<file path="config.mk">
export PLATFORM = sky130hd
export DESIGN_NAME = tm1637_ctrl
export DESIGN_NICKNAME = d
export VERILOG_FILES = /design/src/rtl/tm1637_pkg.sv /design/src/rtl/tm1637_tick.sv /design/src/rtl/tm1637_ctrl.sv
export SDC_FILE = /design/constraint.sdc
export NUM_CORES = 1
export LEC_CHECK = 0
export ABC_AREA = 1
export BUFFER_PORTS_ARGS = -buffer_cell sky130_fd_sc_hd__buf_2
export CAP_MARGIN = 10
export CORE_UTILIZATION = 50
export DETAILED_ROUTE_END_ITERATION = 10
export GPL_TIMING_DRIVEN = 0
export PLACE_DENSITY = 0.73
export REMOVE_ABC_BUFFERS = 1
export SETUP_SLACK_MARGIN = 0.02
export SYNTH_ARGS = -nofsm -noshare
export SYNTH_HDL_FRONTEND = slang
export SYNTH_SLANG_ARGS = --single-unit
</file>
<file path="constraint.sdc">
create_clock -name clk -period 2.15 [get_ports clk]
set_clock_uncertainty 0.2 [all_clocks]
set_input_delay 0.43 -clock clk [delete_from_list [all_inputs] [get_ports clk]]
set_output_delay 0.43 -clock clk [all_outputs]
set_load 0.1 [all_outputs]
</file>
<file path="src/rtl/tm1637_pkg.sv">
// ============================================================================
// Module   : tm1637_pkg
// Brief    : Shared constants for the TM1637 serial engine. Holds the register
//            map, the CTRL/STATUS bit positions, the FSM state encoding and
//            the divisor reset default.
// Revision : 1.0 - initial release
// ============================================================================
`default_nettype none

package tm1637_pkg;

   // Register addresses within the decoded page
   localparam logic [1:0] REG_TXDATA = 2'd0;
   localparam logic [1:0] REG_CTRL   = 2'd1;
   localparam logic [1:0] REG_STATUS = 2'd2;
   localparam logic [1:0] REG_DIV    = 2'd3;

   // CTRL bit positions
   localparam int CTRL_AUTO_START = 0;
   localparam int CTRL_AUTO_STOP  = 1;
   localparam int CTRL_IRQ_EN     = 2;

   // STATUS bit positions
   localparam int STAT_BUSY    = 7;
   localparam int STAT_NACK    = 6;
   localparam int STAT_OVERRUN = 5;
   localparam int STAT_DONE    = 4;

   // Half-period divisor at reset: (59+1) clks at 12 MHz gives ~100 kHz
   localparam logic [7:0] DIV_DEFAULT = 8'd59;

   // One state per half-period of tm_clk. BL/BH are reused for all eight
   // data bits with a separate bit index. AW0/AW1 hold the clock low for an
   // extra period before the ACK cell so the data+ACK portion spans 20
   // half-periods.
   typedef enum logic [3:0] {
      ST_IDLE = 4'd0,
      ST_S0   = 4'd1,
      ST_S1   = 4'd2,
      ST_BL   = 4'd3,
      ST_BH   = 4'd4,
      ST_AW0  = 4'd5,
      ST_AW1  = 4'd6,
      ST_AL   = 4'd7,
      ST_AH   = 4'd8,
      ST_P0   = 4'd9,
      ST_P1   = 4'd10,
      ST_P2   = 4'd11
   } tm_state_t;

endpackage

`default_nettype wire

</file>
<file path="src/rtl/tm1637_tick.sv">
// ============================================================================
// Module   : tm1637_tick
// Brief    : Loadable down-counter. Emits a one-clk tick every div+1 clks;
//            load restarts the count and latches the divisor for the whole
//            transaction.
// Revision : 1.0 - initial release
// ============================================================================
`default_nettype none

module tm1637_tick (
   input  logic       clk,
   input  logic       reset,
   input  logic       load,
   input  logic [7:0] div,
   output logic       tick
);
   import tm1637_pkg::*;

   logic [7:0] r_div;
   logic [7:0] r_cnt;

   // Count down to zero, then reload from the divisor latched at launch
   always_ff @(posedge clk or negedge reset) begin
      if (!reset) begin
         r_div <= 8'd0;
         r_cnt <= 8'd0;
      end else if (load) begin
         r_div <= div;
         r_cnt <= div;
      end else if (r_cnt == 8'd0) begin
         r_cnt <= r_div;
      end else begin
         r_cnt <= r_cnt - 8'd1;
      end
   end

   assign tick = (r_cnt == 8'd0);

endmodule

`default_nettype wire

</file>
<file path="src/rtl/tm1637_ctrl.sv">
// ============================================================================
// Module   : tm1637_ctrl
// Brief    : Memory-mapped TM1637 serial engine on the 6502 bus. Sends
//            optional START, 8 data bits LSB first, ACK check, optional STOP
//            through an open-drain DIO pad.
//            Build option: define TM1637_IRQ_EN to add the irq output and the
//            CTRL.IRQ_EN bit.
// Revision : 1.0 - initial release
// ============================================================================
`default_nettype none

module tm1637_ctrl #(
   parameter logic [7:0] DIV_DEFAULT = tm1637_pkg::DIV_DEFAULT
) (
   input  logic       clk,
   input  logic       reset,
   input  logic       cs,
   input  logic       we,
   input  logic [1:0] addr,
   input  logic [7:0] data_in,
   output logic [7:0] data_out,
   output logic       tm_clk,
   output logic       tm_dio_oe,
   input  logic       tm_dio_in,
   output logic       busy
`ifdef TM1637_IRQ_EN
   ,
   output logic       irq
`endif
);
   import tm1637_pkg::*;

`ifdef TM1637_IRQ_EN
   localparam logic [2:0] CTRL_MASK = 3'b111;
`else
   localparam logic [2:0] CTRL_MASK = 3'b011;
`endif

   tm_state_t  r_state, w_state_nxt;
   logic [2:0] r_bit, w_bit_nxt;
   logic [7:0] r_byte, w_byte_nxt;
   logic       r_parked, w_parked_nxt;
   logic       r_auto_stop;
   logic [2:0] r_ctrl;
   logic [7:0] r_div;
   logic       r_nack, r_overrun, r_done;
   logic       w_nack_set, w_done_set;
   logic       w_tm_clk_nxt, w_dio_oe_nxt;
   logic       w_tick;
   logic [7:0] w_status, w_rdata;

   wire w_wr          = cs & we;
   wire w_launch      = w_wr && (addr == REG_TXDATA) && (r_state == ST_IDLE);
   wire w_overrun_set = w_wr && (addr == REG_TXDATA) && (r_state != ST_IDLE);
   wire w_stat_clr    = w_wr && (addr == REG_STATUS);

   assign busy = (r_state != ST_IDLE);

   tm1637_tick u_tick (
      .clk   (clk),
      .reset (reset),
      .load  (w_launch),
      .div   (r_div),
      .tick  (w_tick)
   );

   // State, shift data and pin registers; pins are registered from the next
   // state so the pad never sees decode glitches
   always_ff @(posedge clk or negedge reset) begin
      if (!reset) begin
         r_state     <= ST_IDLE;
         r_bit       <= 3'd0;
         r_byte      <= 8'h00;
         r_parked    <= 1'b0;
         r_auto_stop <= 1'b0;
         tm_clk      <= 1'b1;
         tm_dio_oe   <= 1'b0;
      end else begin
         r_state   <= w_state_nxt;
         r_bit     <= w_bit_nxt;
         r_byte    <= w_byte_nxt;
         r_parked  <= w_parked_nxt;
         tm_clk    <= w_tm_clk_nxt;
         tm_dio_oe <= w_dio_oe_nxt;
         if (w_launch) begin
            r_auto_stop <= r_ctrl[CTRL_AUTO_STOP];
         end
      end
   end

   // Next-state sequencing (one state per tick) and next pin levels
   always_comb begin
      w_state_nxt  = r_state;
      w_bit_nxt    = r_bit;
      w_byte_nxt   = r_byte;
      w_parked_nxt = r_parked;
      w_nack_set   = 1'b0;
      w_done_set   = 1'b0;
      w_tm_clk_nxt = 1'b1;
      w_dio_oe_nxt = 1'b0;

      unique case (r_state)
         ST_IDLE: if (w_launch) begin
            w_state_nxt  = r_ctrl[CTRL_AUTO_START] ? ST_S0 : ST_BL;
            w_bit_nxt    = 3'd0;
            w_byte_nxt   = data_in;
            w_parked_nxt = 1'b0;
         end
         ST_S0:  if (w_tick) w_state_nxt = ST_S1;
         ST_S1:  if (w_tick) w_state_nxt = ST_BL;
         ST_BL:  if (w_tick) w_state_nxt = ST_BH;
         ST_BH:  if (w_tick) begin
            w_bit_nxt   = r_bit + 3'd1;
            w_state_nxt = (r_bit == 3'd7) ? ST_AW0 : ST_BL;
         end
         ST_AW0: if (w_tick) w_state_nxt = ST_AW1;
         ST_AW1: if (w_tick) w_state_nxt = ST_AL;
         ST_AL:  if (w_tick) w_state_nxt = ST_AH;
         ST_AH:  if (w_tick) begin
            // Last clk of AH: a high DIO means the display did not ACK
            w_nack_set = tm_dio_in;
            if (r_auto_stop) begin
               w_state_nxt = ST_P0;
            end else begin
               w_state_nxt  = ST_IDLE;
               w_parked_nxt = 1'b1;
               w_done_set   = 1'b1;
            end
         end
         ST_P0:  if (w_tick) w_state_nxt = ST_P1;
         ST_P1:  if (w_tick) w_state_nxt = ST_P2;
         ST_P2:  if (w_tick) begin
            w_state_nxt = ST_IDLE;
            w_done_set  = 1'b1;
         end
         default: w_state_nxt = ST_IDLE;
      endcase

      unique case (w_state_nxt)
         ST_IDLE: w_tm_clk_nxt = ~w_parked_nxt;
         ST_S1:   w_dio_oe_nxt = 1'b1;
         ST_BL: begin
            w_tm_clk_nxt = 1'b0;
            w_dio_oe_nxt = ~w_byte_nxt[w_bit_nxt];
         end
         ST_BH:   w_dio_oe_nxt = ~w_byte_nxt[w_bit_nxt];
         ST_AW0, ST_AW1, ST_AL: w_tm_clk_nxt = 1'b0;
         ST_P0: begin
            w_tm_clk_nxt = 1'b0;
            w_dio_oe_nxt = 1'b1;
         end
         ST_P1:   w_dio_oe_nxt = 1'b1;
         default: begin
            w_tm_clk_nxt = 1'b1;
            w_dio_oe_nxt = 1'b0;
         end
      endcase
   end

   // CPU-writable registers and sticky status flags (a set beats a clear)
   always_ff @(posedge clk or negedge reset) begin
      if (!reset) begin
         r_ctrl    <= 3'd0;
         r_div     <= DIV_DEFAULT;
         r_nack    <= 1'b0;
         r_overrun <= 1'b0;
         r_done    <= 1'b0;
      end else begin
         if (w_wr && (addr == REG_CTRL)) r_ctrl <= data_in[2:0] & CTRL_MASK;
         if (w_wr && (addr == REG_DIV))  r_div  <= data_in;
         if (w_nack_set)         r_nack <= 1'b1;
         else if (w_stat_clr)    r_nack <= 1'b0;
         if (w_overrun_set)      r_overrun <= 1'b1;
         else if (w_stat_clr)    r_overrun <= 1'b0;
         if (w_done_set)         r_done <= 1'b1;
         else if (w_stat_clr)    r_done <= 1'b0;
      end
   end

   // Read mux for the registered read port
   always_comb begin
      w_status               = 8'h00;
      w_status[STAT_BUSY]    = busy;
      w_status[STAT_NACK]    = r_nack;
      w_status[STAT_OVERRUN] = r_overrun;
      w_status[STAT_DONE]    = r_done;
      w_rdata                = 8'h00;
      case (addr)
         REG_CTRL:   w_rdata = {5'd0, r_ctrl};
         REG_STATUS: w_rdata = w_status;
         REG_DIV:    w_rdata = r_div;
         default:    w_rdata = 8'h00;
      endcase
   end

   // Read data lags the address by one clk to match the core's read timing
   always_ff @(posedge clk or negedge reset) begin
      if (!reset) data_out <= 8'h00;
      else        data_out <= w_rdata;
   end

`ifdef TM1637_IRQ_EN
   assign irq = r_done & r_ctrl[CTRL_IRQ_EN];
`endif

endmodule

`default_nettype wire

</file>
==> flow_metrics.py, run 1 <==
metrics = {
    "status": {
        "status": "finished with violations",
        "violations": "hold timing",
    },
    "critical_path": {
        "cp_num_buf_inv": 3,
        "worstPathCellList": "inv_2 > nand2_8 > nor2_8 > inv_1 > buf_6",
        "cp-end-kind": "primary output",
        "max_stage_delay_ps": 470,
        "arrival_ps": 1440,
        "critical_path_class": "reg -> out",
        "slowest_stage": "dfrtp_2",
        "crit_fanout": 5,
        "required_ps": 1520,
        "start_kind": "register",
        "critical_path.top_delay_family": "flip-flops",
    },
    "synthesis": {
        "synth_cells": 372,
        "avgSynthCellArea_um2": 7.921,
        "synth_seq_area_share_pct": 47.81,
        "synth_ff_type": "dfrtp_1",
        "syn-cell-area_um2": 2947,
        "synth_top_area_cell": "dfrtp_1",
        "synth_enable_flop_cells": 0,
        "synth_warnings": 0,
        "ys_types": 32,
        "synth_most_common_cell": "nand2_1",
        "synth.top_cell.area_share_pct": 42.46,
        "ys_ff_latch": 56,
        "synthArstFlopShare_pct": 100.0,
        "synth_area_leaders": "dfrtp_1 42%, nand2_1 14%, o21ai_0 6.8%",
        "synth.top_cells.by_count": "109 x nand2_1, 50 x dfrtp_1, 41 x inv_1",
    },
    "detailed_routing": {
        "ant_nets": 0,
        "drtPass1Iterations": 4,
        "drc": 0,
        "wl_um": 6818,
        "num_vias": 2543,
        "wl_per_cell_um": 13.94,
        "vias_per_cell": 5.200,
        "first_iter_violations": 251,
    },
    "global_routing": {
        "grt_pass1_wl_um": 11180,
        "grt_pass1_vias": 2389,
        "grt.overflow.total": 0,
        "grt_use_total_pct": 23.56,
        "grt_max_degree": 57,
        "antenna_found_initial": 0,
    },
    "sta": {
        "whs_ps": -48.54,
        "relSlewSlack_pct": 39.33,
        "timing.setup.tns_ps": 0,
        "timing.final.max_slew_violations": 0,
        "hold_viol": 50,
        "fmax_mhz": 483.8,
        "setup_viol": 0,
        "period_needed_ps": 2067,
        "finalCritPeriodShare_pct": 96.15,
        "tightest_slew_ps": 906.7,
        "setup_ws_ps": 82.82,
    },
    "clocking": {
        "clk_pin_slew_ps": 100,
        "cts_tree": "done",
        "numCtsBuffers": 5,
        "cts-root-buf": "clkbuf_8",
        "worst_skew_pair.late_latency_ps": 310,
        "htree_num_levels": 2,
        "clock_path_buffers": 2,
        "cts.sinks": 56,
        "holdBufCountCts": 0,
    },
    "power": {
        "power.leakage_uw": 0.001747,
        "swShare_pct": 44.53,
        "seqPwrFrac_pct": 38.1,
        "power_uw": 4135,
        "ir_worst_vdd_v": 0.0008040,
        "power_switching_uw": 1841,
        "clock_power_share_pct": 13.9,
        "combPwrFrac_pct": 48.0,
        "power_density_nw_per_um2": 1202,
        "p_int_uw": 2294,
    },
    "placement": {
        "gp_congestion": 0.8791,
        "pre_cts_ws_ps": -169.6,
        "dpl.hpwl_um": 4599,
        "portBuffers": 25,
    },
    "floorplan": {
        "core_um2": 5608,
        "start_util_pct": 52.54,
        "die_area_um2": 6204,
        "die_h_um": 78.77,
        "rows": 27,
        "die_w_um": 78.77,
        "ios": 26,
    },
    "cells_and_area": {
        "drive_gt1_share_pct": 25.90,
        "nFillCells": 524,
        "area_delta_synth_final_pct": 16.77,
        "nets": 435,
        "seq_area_um2": 1413,
        "n_antenna_cell": 0,
        "fin_util_pct": 61.36,
        "multi_input_area_um2": 1381,
    },
    "job": {
        "maxCapViolations": 0,
    },
    "min_path": {
        "holdCritPathClass": "in -> async",
    },
}
==> stage by stage <==
stage / hold WS, ps / std cells / area [um2]
after floorplan: -65.59 / 365 / 2897
after global placement: 257.7 / 462 / 3112
after detailed placement: 265.2 / 462 / 3112
after CTS: 129.3 / 478 / 3286
after global routing: 8.007 / 489 / 3441
final: -48.54 / 489 / 3441
==> metal layers <==
metal / GRT usage (%) / vias to the layer above / part of all wire [%]
li1: - / 1281 / -
met1: 31.78 / 1207 / 46
met2: 37.91 / 47 / 49
met3: 4.138 / 8 / 3.8
met4: 8.889 / 0 / 1.3
met5: 0 / - / 0
==> flip-flops by register name (all words and copies together), names as in the netlist <==
signal        flops
r_bit             3
tm_clk            1
u_tick.r_cnt      8
r_nack            1
r_state           4
tm_dio_oe         1
r_ctrl            2
r_done            1
r_div             8
r_auto_stop       1
r_parked          1
r_byte            8
data_out          8
u_tick.r_div      8
r_overrun         1
==> cell type report <==
class / count / area share [%]
repair buffers: 43 / 8.036
inverters: 50 / 5.673
well taps: 72 / 2.618
flip-flops and latches: 56 / 41.05
multi-input cells: 260 / 40.15
clock inverters: 2 / 0.3636
clock buffers: 6 / 2.109
==> cells in the final DEF (no fill, tap or decap), drive strengths merged <==
cell type  count
nand3         35
a21o           1
nand2        122
nor3           2
o22ai          8
nand4          1
a21boi         1
nor2          32
clkinvlp       1
buf           43
clkinv         1
dfstp          6
inv           50
o221ai         1
a21oi          5
dfrtp         50
o21ai         42
or2            1
ha             4
a211oi         1
o211ai         4
clkbuf         6
==> power groups by stage <==
stage | clock [uW] | combinational [uW] | sequential (uW)
detailed placement | 0 | 1710 | 1600
global placement | 0 | 1660 | 1580
floorplan | 0 | 1110 | 1820
global route | 634 | 2200 | 1610
finish | 573 | 1980 | 1580
CTS | 590 | 1790 | 1580
==> what timing repair did <==
action	4_1_cts	5_1_grt
setup endpoints to repair	3	3
resized for setup	7	20
gates cloned	0	1
pin swaps	3	9
setup buffers	8	10
==> worst paths after layout <==
check                                startpoint              end  slack, ps  cells past startpoint
worst max-delay path                 r_state[0]             busy         80                      5
worst min-delay path                      reset  u_tick.r_div[2]        -50                      1
worst max register to register  u_tick.r_cnt[0]        tm_dio_oe        150                     13
worst min register to register        r_byte[3]        r_byte[3]        280                      2
max in group asynchronous                 reset  u_tick.r_cnt[4]       1290                      1
min in group clk                     data_in[2]         r_div[2]        130                      3
==> cell families (layout without fill, tap and decap cells) <==
family | Yosys count | after routing | share of synthesized area, %
AOI/OAI and AO/OA | 63 | 63 | 11.89
adders and majority gates | 4 | 4 | 1.699
buffers and inverters | 57 | 101 | 8.238
and+or+nand+nor | 192 | 193 | 30.36
DFF | 56 | 56 | 47.81
(Power assumes the default switching activity.)
==> run 2, diff against run 1 <==
--- a/config.mk
+++ b/config.mk
@@ -8,6 +8,7 @@
 export ABC_AREA = 1
 export BUFFER_PORTS_ARGS = -buffer_cell sky130_fd_sc_hd__buf_2
 export CAP_MARGIN = 10
+export CORE_MARGIN = 2
 export CORE_UTILIZATION = 50
 export DETAILED_ROUTE_END_ITERATION = 10
 export GPL_TIMING_DRIVEN = 0
==> flow_metrics.py, run 2 (same netlist as run 1, synthesis figures left out) <==
metrics = {
    "cells_and_area": {
        "final_cell_mix": "103 x nand2_1, 48 x dfrtp_1, 40 x o21ai_0",
        "drive_gt1_share_pct": 26.02,
        "fin_util_pct": 62.52,
        "final_cell_area_um2": 3506,
        "nets": 433,
        "n_antenna_cell": 0,
        "layoutNonFillerInstCount": 487,
        "layout_commonest_cell": "nand2_1",
        "area_delta_synth_final_pct": 18.98,
        "nFillCells": 499,
    },
    "sta": {
        "setup_ws_ps": 69.14,
        "whs_ps": -56.37,
        "setup_viol": 0,
        "period_needed_ps": 2081,
        "rsz0062_at_grt": "true",
        "relSlewSlack_pct": 41.82,
        "hold_viol": 50,
        "tightest_slew_ps": 869.5,
        "timing.setup.tns_ps": 0,
        "timing.final.max_slew_violations": 0,
        "finalCritPeriodShare_pct": 96.78,
        "fmax_mhz": 480.6,
    },
    "critical_path": {
        "critical_path_class": "reg -> reg",
        "max_stage_delay_ps": 410,
        "start_kind": "register",
        "arrival_ps": 2090,
        "slowest_stage": "dfrtp_1",
        "critical_path.top_delay_family": "simple AND/OR/NAND/NOR gates",
        "required_ps": 2160,
        "path_common_cell": "nand2_1",
        "worstPathCellList": "inv_2 > ha_4 > nand2_2 > nor2_4 > buf_12 > nand3_1 > nand2_1 > inv_1 > nand2_1 > nand2_2 > nand2_1 > o21ai_0 > nand2_1 > nand2_1",
        "crit_fanout": 7,
        "cp_num_buf_inv": 3,
        "cp-end-kind": "register",
    },
    "power": {
        "power.leakage_uw": 0.001769,
        "power_density_nw_per_um2": 1268,
        "ir_worst_vdd_v": 0.0009251,
    },
    "job": {
        "maxCapViolations": 0,
    },
    "detailed_routing": {
        "drc": 0,
        "num_vias": 2564,
        "wl_per_cell_um": 14.28,
        "vias_per_cell": 5.265,
        "drtPass1Iterations": 5,
        "wl_um": 6955,
        "ant_nets": 0,
        "first_iter_violations": 226,
    },
    "min_path": {
        "holdCritPathClass": "in -> async",
    },
    "placement": {
        "place_area_um2": 3112,
        "pre_cts_ws_ps": -146.6,
        "gp_congestion": 0.8553,
        "dpl.hpwl_um": 4515,
        "dpl.cell_count": 462,
        "portBuffers": 25,
    },
    "clocking": {
        "numCtsBuffers": 5,
        "cts-root-buf": "clkbuf_8",
        "worst_skew_pair.late_latency_ps": 320,
        "holdBufCountCts": 0,
        "cts_tree": "done",
        "cts.sinks": 56,
        "clock_path_buffers": 2,
        "clk_pin_slew_ps": 110,
        "htree_num_levels": 2,
    },
    "global_routing": {
        "grt_max_degree": 57,
        "antenna_found_initial": 0,
        "grt_pass1_wl_um": 11000,
        "grt_pass1_vias": 2435,
        "grt_use_total_pct": 21.96,
        "grt.overflow.total": 0,
    },
    "status": {
        "violations": "hold timing",
        "status": "finished with violations",
    },
    "floorplan": {
        "ios": 26,
        "start_util_pct": 52.54,
        "die_area_um2": 6523,
        "die_h_um": 80.77,
        "rows": 27,
        "die_w_um": 80.77,
        "core_um2": 5608,
    },
}
==> run 2: changes by cell type in the layout (fill, tap and decap cells not counted), moves of 2 or more <==
cell / delta
buf_6: -3
nand3_2: -2
bufinv_16: +2
nand2_1: -2
==> run 2: timing repair <==
item	CTS	global route
pin swaps	3	10
resized for setup	7	23
gates cloned	0	1
setup buffers	7	9
endpoints found under the setup margin	3	3
==> run 2: final timing paths <==
kind | from | slack [ps] | cells after the start | to
worst max-delay path | u_tick.r_cnt[0] | 70 | 14 | tm_dio_oe
worst min-delay path | reset | -60 | 1 | data_out[0]
worst max register to register | u_tick.r_cnt[0] | 70 | 14 | tm_dio_oe
worst min register to register | r_byte[0] | 290 | 2 | r_byte[0]
max in group asynchronous | reset | 1290 | 1 | r_state[1]
min in group clk | data_in[2] | 140 | 3 | r_div[2]
==> run 2: routing by layer <==
layer / up-vias / GRT usage, % / share of wire, %
met5: - / 0 / 0
met4: 0 / 6.102 / 1.3
met3: 9 / 3.889 / 4.3
met2: 54 / 37.00 / 52
met1: 1224 / 29.34 / 43
li1: 1277 / - / -
==> run 2: cell type report <==
cell class,instances,area [um2],area share (%)
inverters,50,195.2,5.567
flip-flops and latches,56,1411,40.26
repair buffers,41,270.3,7.709
well taps,72,90.09,2.570
multi-input cells,260,1401,39.97
clock buffers,5,68.82,1.963
clock inverters,3,68.82,1.963
==> run 2: report_power, final <==
group          total, uW  switching, uW  internal, uW  leakage [uW]
Sequential          1580            180          1400      0.000701
Combinational       2040           1350           687      0.000999
Clock                827            358           469     0.0000687
==> run 2: metrics by stage <==
stage	hold WS, ps	total power (uW)
4_1_cts	136.9	4191
2_1_floorplan	-65.59	2924
5_1_grt	4.535	4762
6_report	-56.37	4447
3_5_place_dp	264.3	3288
3_3_place_gp	256.5	3246
==> run 3, diff against run 2 <==
--- a/config.mk
+++ b/config.mk
@@ -9,10 +9,11 @@
 export BUFFER_PORTS_ARGS = -buffer_cell sky130_fd_sc_hd__buf_2
 export CAP_MARGIN = 10
 export CORE_MARGIN = 2
-export CORE_UTILIZATION = 50
+export CORE_UTILIZATION = 55
+export CTS_BUF_LIST = sky130_fd_sc_hd__clkbuf_2
 export DETAILED_ROUTE_END_ITERATION = 10
 export GPL_TIMING_DRIVEN = 0
-export PLACE_DENSITY = 0.73
+export PLACE_DENSITY = 0.79
 export REMOVE_ABC_BUFFERS = 1
 export SETUP_SLACK_MARGIN = 0.02
 export SYNTH_ARGS = -nofsm -noshare
==> flow_metrics.py, run 3 (same netlist as run 1, synthesis figures left out) <==
metrics = {
    "clocking": {
        "clock_path_buffers": 2,
        "numCtsBuffers": 5,
        "cts-root-buf": "clkbuf_2",
        "worst_skew_pair.late_latency_ps": 480,
        "cts_tree": "done",
        "clk_pin_slew_ps": 310,
        "htree_num_levels": 2,
        "cts.sinks": 56,
    },
    "cells_and_area": {
        "n_antenna_cell": 0,
        "nets": 451,
        "area_delta_synth_final_pct": 21.10,
        "layoutNonFillerInstCount": 503,
        "layout_commonest_cell": "nand2_1",
        "drive_gt1_share_pct": 27.02,
        "final_cell_mix": "101 x nand2_1, 49 x dfrtp_1, 39 x o21ai_0",
        "final_cell_area_um2": 3568,
    },
    "floorplan": {
        "ios": 26,
        "rows": 26,
        "core_um2": 5140,
        "die_area_um2": 5959,
        "start_util_pct": 57.33,
        "die_h_um": 77.20,
        "die_w_um": 77.20,
    },
    "power": {
        "power.leakage_uw": 0.001811,
        "seqPwrFrac_pct": 37.9,
        "ir_worst_vdd_v": 0.0007957,
        "power_switching_uw": 1876,
        "p_int_uw": 2237,
        "clock_power_share_pct": 10.5,
        "power_uw": 4113,
        "power_density_nw_per_um2": 1153,
        "combPwrFrac_pct": 51.6,
        "swShare_pct": 45.61,
    },
    "critical_path": {
        "max_stage_delay_ps": 470,
        "crit_start": "r_state[0]",
        "cp-end-kind": "primary output",
        "required_ps": 1520,
        "critical_path_class": "reg -> out",
        "r2r-start": "u_tick.r_cnt[1]",
        "cp_num_buf_inv": 3,
        "crit_fanout": 5,
        "critical_path.top_delay_family": "flip-flops",
        "slowest_stage": "dfrtp_1",
        "arrival_ps": 1530,
        "start_kind": "register",
        "worstPathCellList": "inv_2 > nand2_8 > nor2_8 > inv_4 > buf_12",
    },
    "global_routing": {
        "grt_pass1_wl_um": 11360,
        "grt_max_degree": 57,
        "grt_use_total_pct": 23.99,
        "grt.overflow.total": 0,
        "antenna_found_initial": 0,
        "grt_pass1_vias": 2507,
    },
    "sta": {
        "fmax_mhz": 463.4,
        "rsz0062_at_grt": "true",
        "setup_ws_ps": -7.991,
        "period_needed_ps": 2158,
        "finalCritPeriodShare_pct": 100.4,
        "setup_viol": 1,
        "tightest_slew_ps": 924.1,
        "timing.setup.tns_ps": -7.991,
        "relSlewSlack_pct": 38.16,
        "timing.final.max_slew_violations": 0,
        "whs_ps": 94.97,
        "hold_viol": 0,
    },
    "detailed_routing": {
        "wl_um": 6930,
        "ant_nets": 0,
        "drc": 0,
        "num_vias": 2635,
        "first_iter_violations": 204,
        "wl_per_cell_um": 13.78,
        "drtPass1Iterations": 4,
        "vias_per_cell": 5.239,
    },
    "placement": {
        "place_area_um2": 3109,
        "gp_congestion": 0.8536,
        "dpl.cell_count": 460,
        "dpl.hpwl_um": 4525,
        "portBuffers": 25,
    },
    "status": {
        "violations": "setup timing",
        "status": "finished with violations",
    },
    "job": {
        "maxCapViolations": 0,
    },
    "min_path": {
        "holdCritPathClass": "in -> reg",
        "hp-start": "addr[1]",
    },
}
[run 3: changes by cell type in the layout (fill, tap and decap cells not counted), moves of 2 or more]
cell / before / now
buf_4: 16 / 23
bufinv_16: 2 / 0
clkbuf_2: 0 / 5
clkbuf_8: 5 / 0
dlygate4sd3_1: 0 / 10
inv_4: 1 / 3
nand2_1: 103 / 101
nand2_2: 14 / 17
nand2_4: 3 / 1
nand3_2: 3 / 5
[run 3: metal layers]
layer | vias to the layer above | track usage, % | wire, um
met5 | - | 0 | 0
met4 | 0 | 9.107 | 107
met3 | 11 | 4.118 | 318
met2 | 57 | 40.35 | 3623
met1 | 1247 | 30.99 | 2880
li1 | 1320 | - | -
[run 3: worst paths after layout]
path	endpoint	slack, ps	cells past startpoint
min in group asynchronous	u_tick.r_div[3]	260	2
setup reg to reg	tm_dio_oe	70	14
max in group asynchronous	r_div[1]	830	3
setup / recovery	busy	-8	5
hold reg to reg	r_byte[3]	320	2
hold / removal	data_out[1]	90	4
[run 3: repair_timing]
item	CTS	global route
pin swaps	4	7
endpoints found under the setup margin	3	3
hold buffers	10	0
cloned	0	0
buffers inserted	15	9
gates resized for setup	14	18
hold endpoints to repair	27	0
[run 3: power groups by stage]
| stage | logic [uW] | registers [uW] | clock network, uW |
|---|---|---|---|
| after floorplan | 1110 | 1820 | 0 |
| after detailed placement | 1690 | 1590 | 0 |
| final | 2120 | 1560 | 431 |
| after global placement | 1650 | 1580 | 0 |
| after CTS | 1910 | 1550 | 437 |
| after global routing | 2340 | 1600 | 478 |
[run 3: per-stage QoR]
stage	setup WS, ps	utilization, %
floorplan	49.38	-
global placement	-96.84	60.49
detailed placement	-138.1	60.49
CTS	18.89	66.43
global route	-92.51	69.43
finish	-7.991	69.43
[run 3: cell type report]
class / instances / area, um2
clock buffers: 5 / 25.02
clock inverters: 3 / 21.27
fillers: 436 / 1572
inverters: 50 / 195.2
multi-input cells: 259 / 1385
flip-flops and latches: 56 / 1410
well taps: 70 / 87.58
repair buffers: 60 / 444.2
[run 3: worst min-delay path: stages]
cell	delay (ps)
buf_2	130
nor2_1	60
inv_1	70
o22ai_1	80
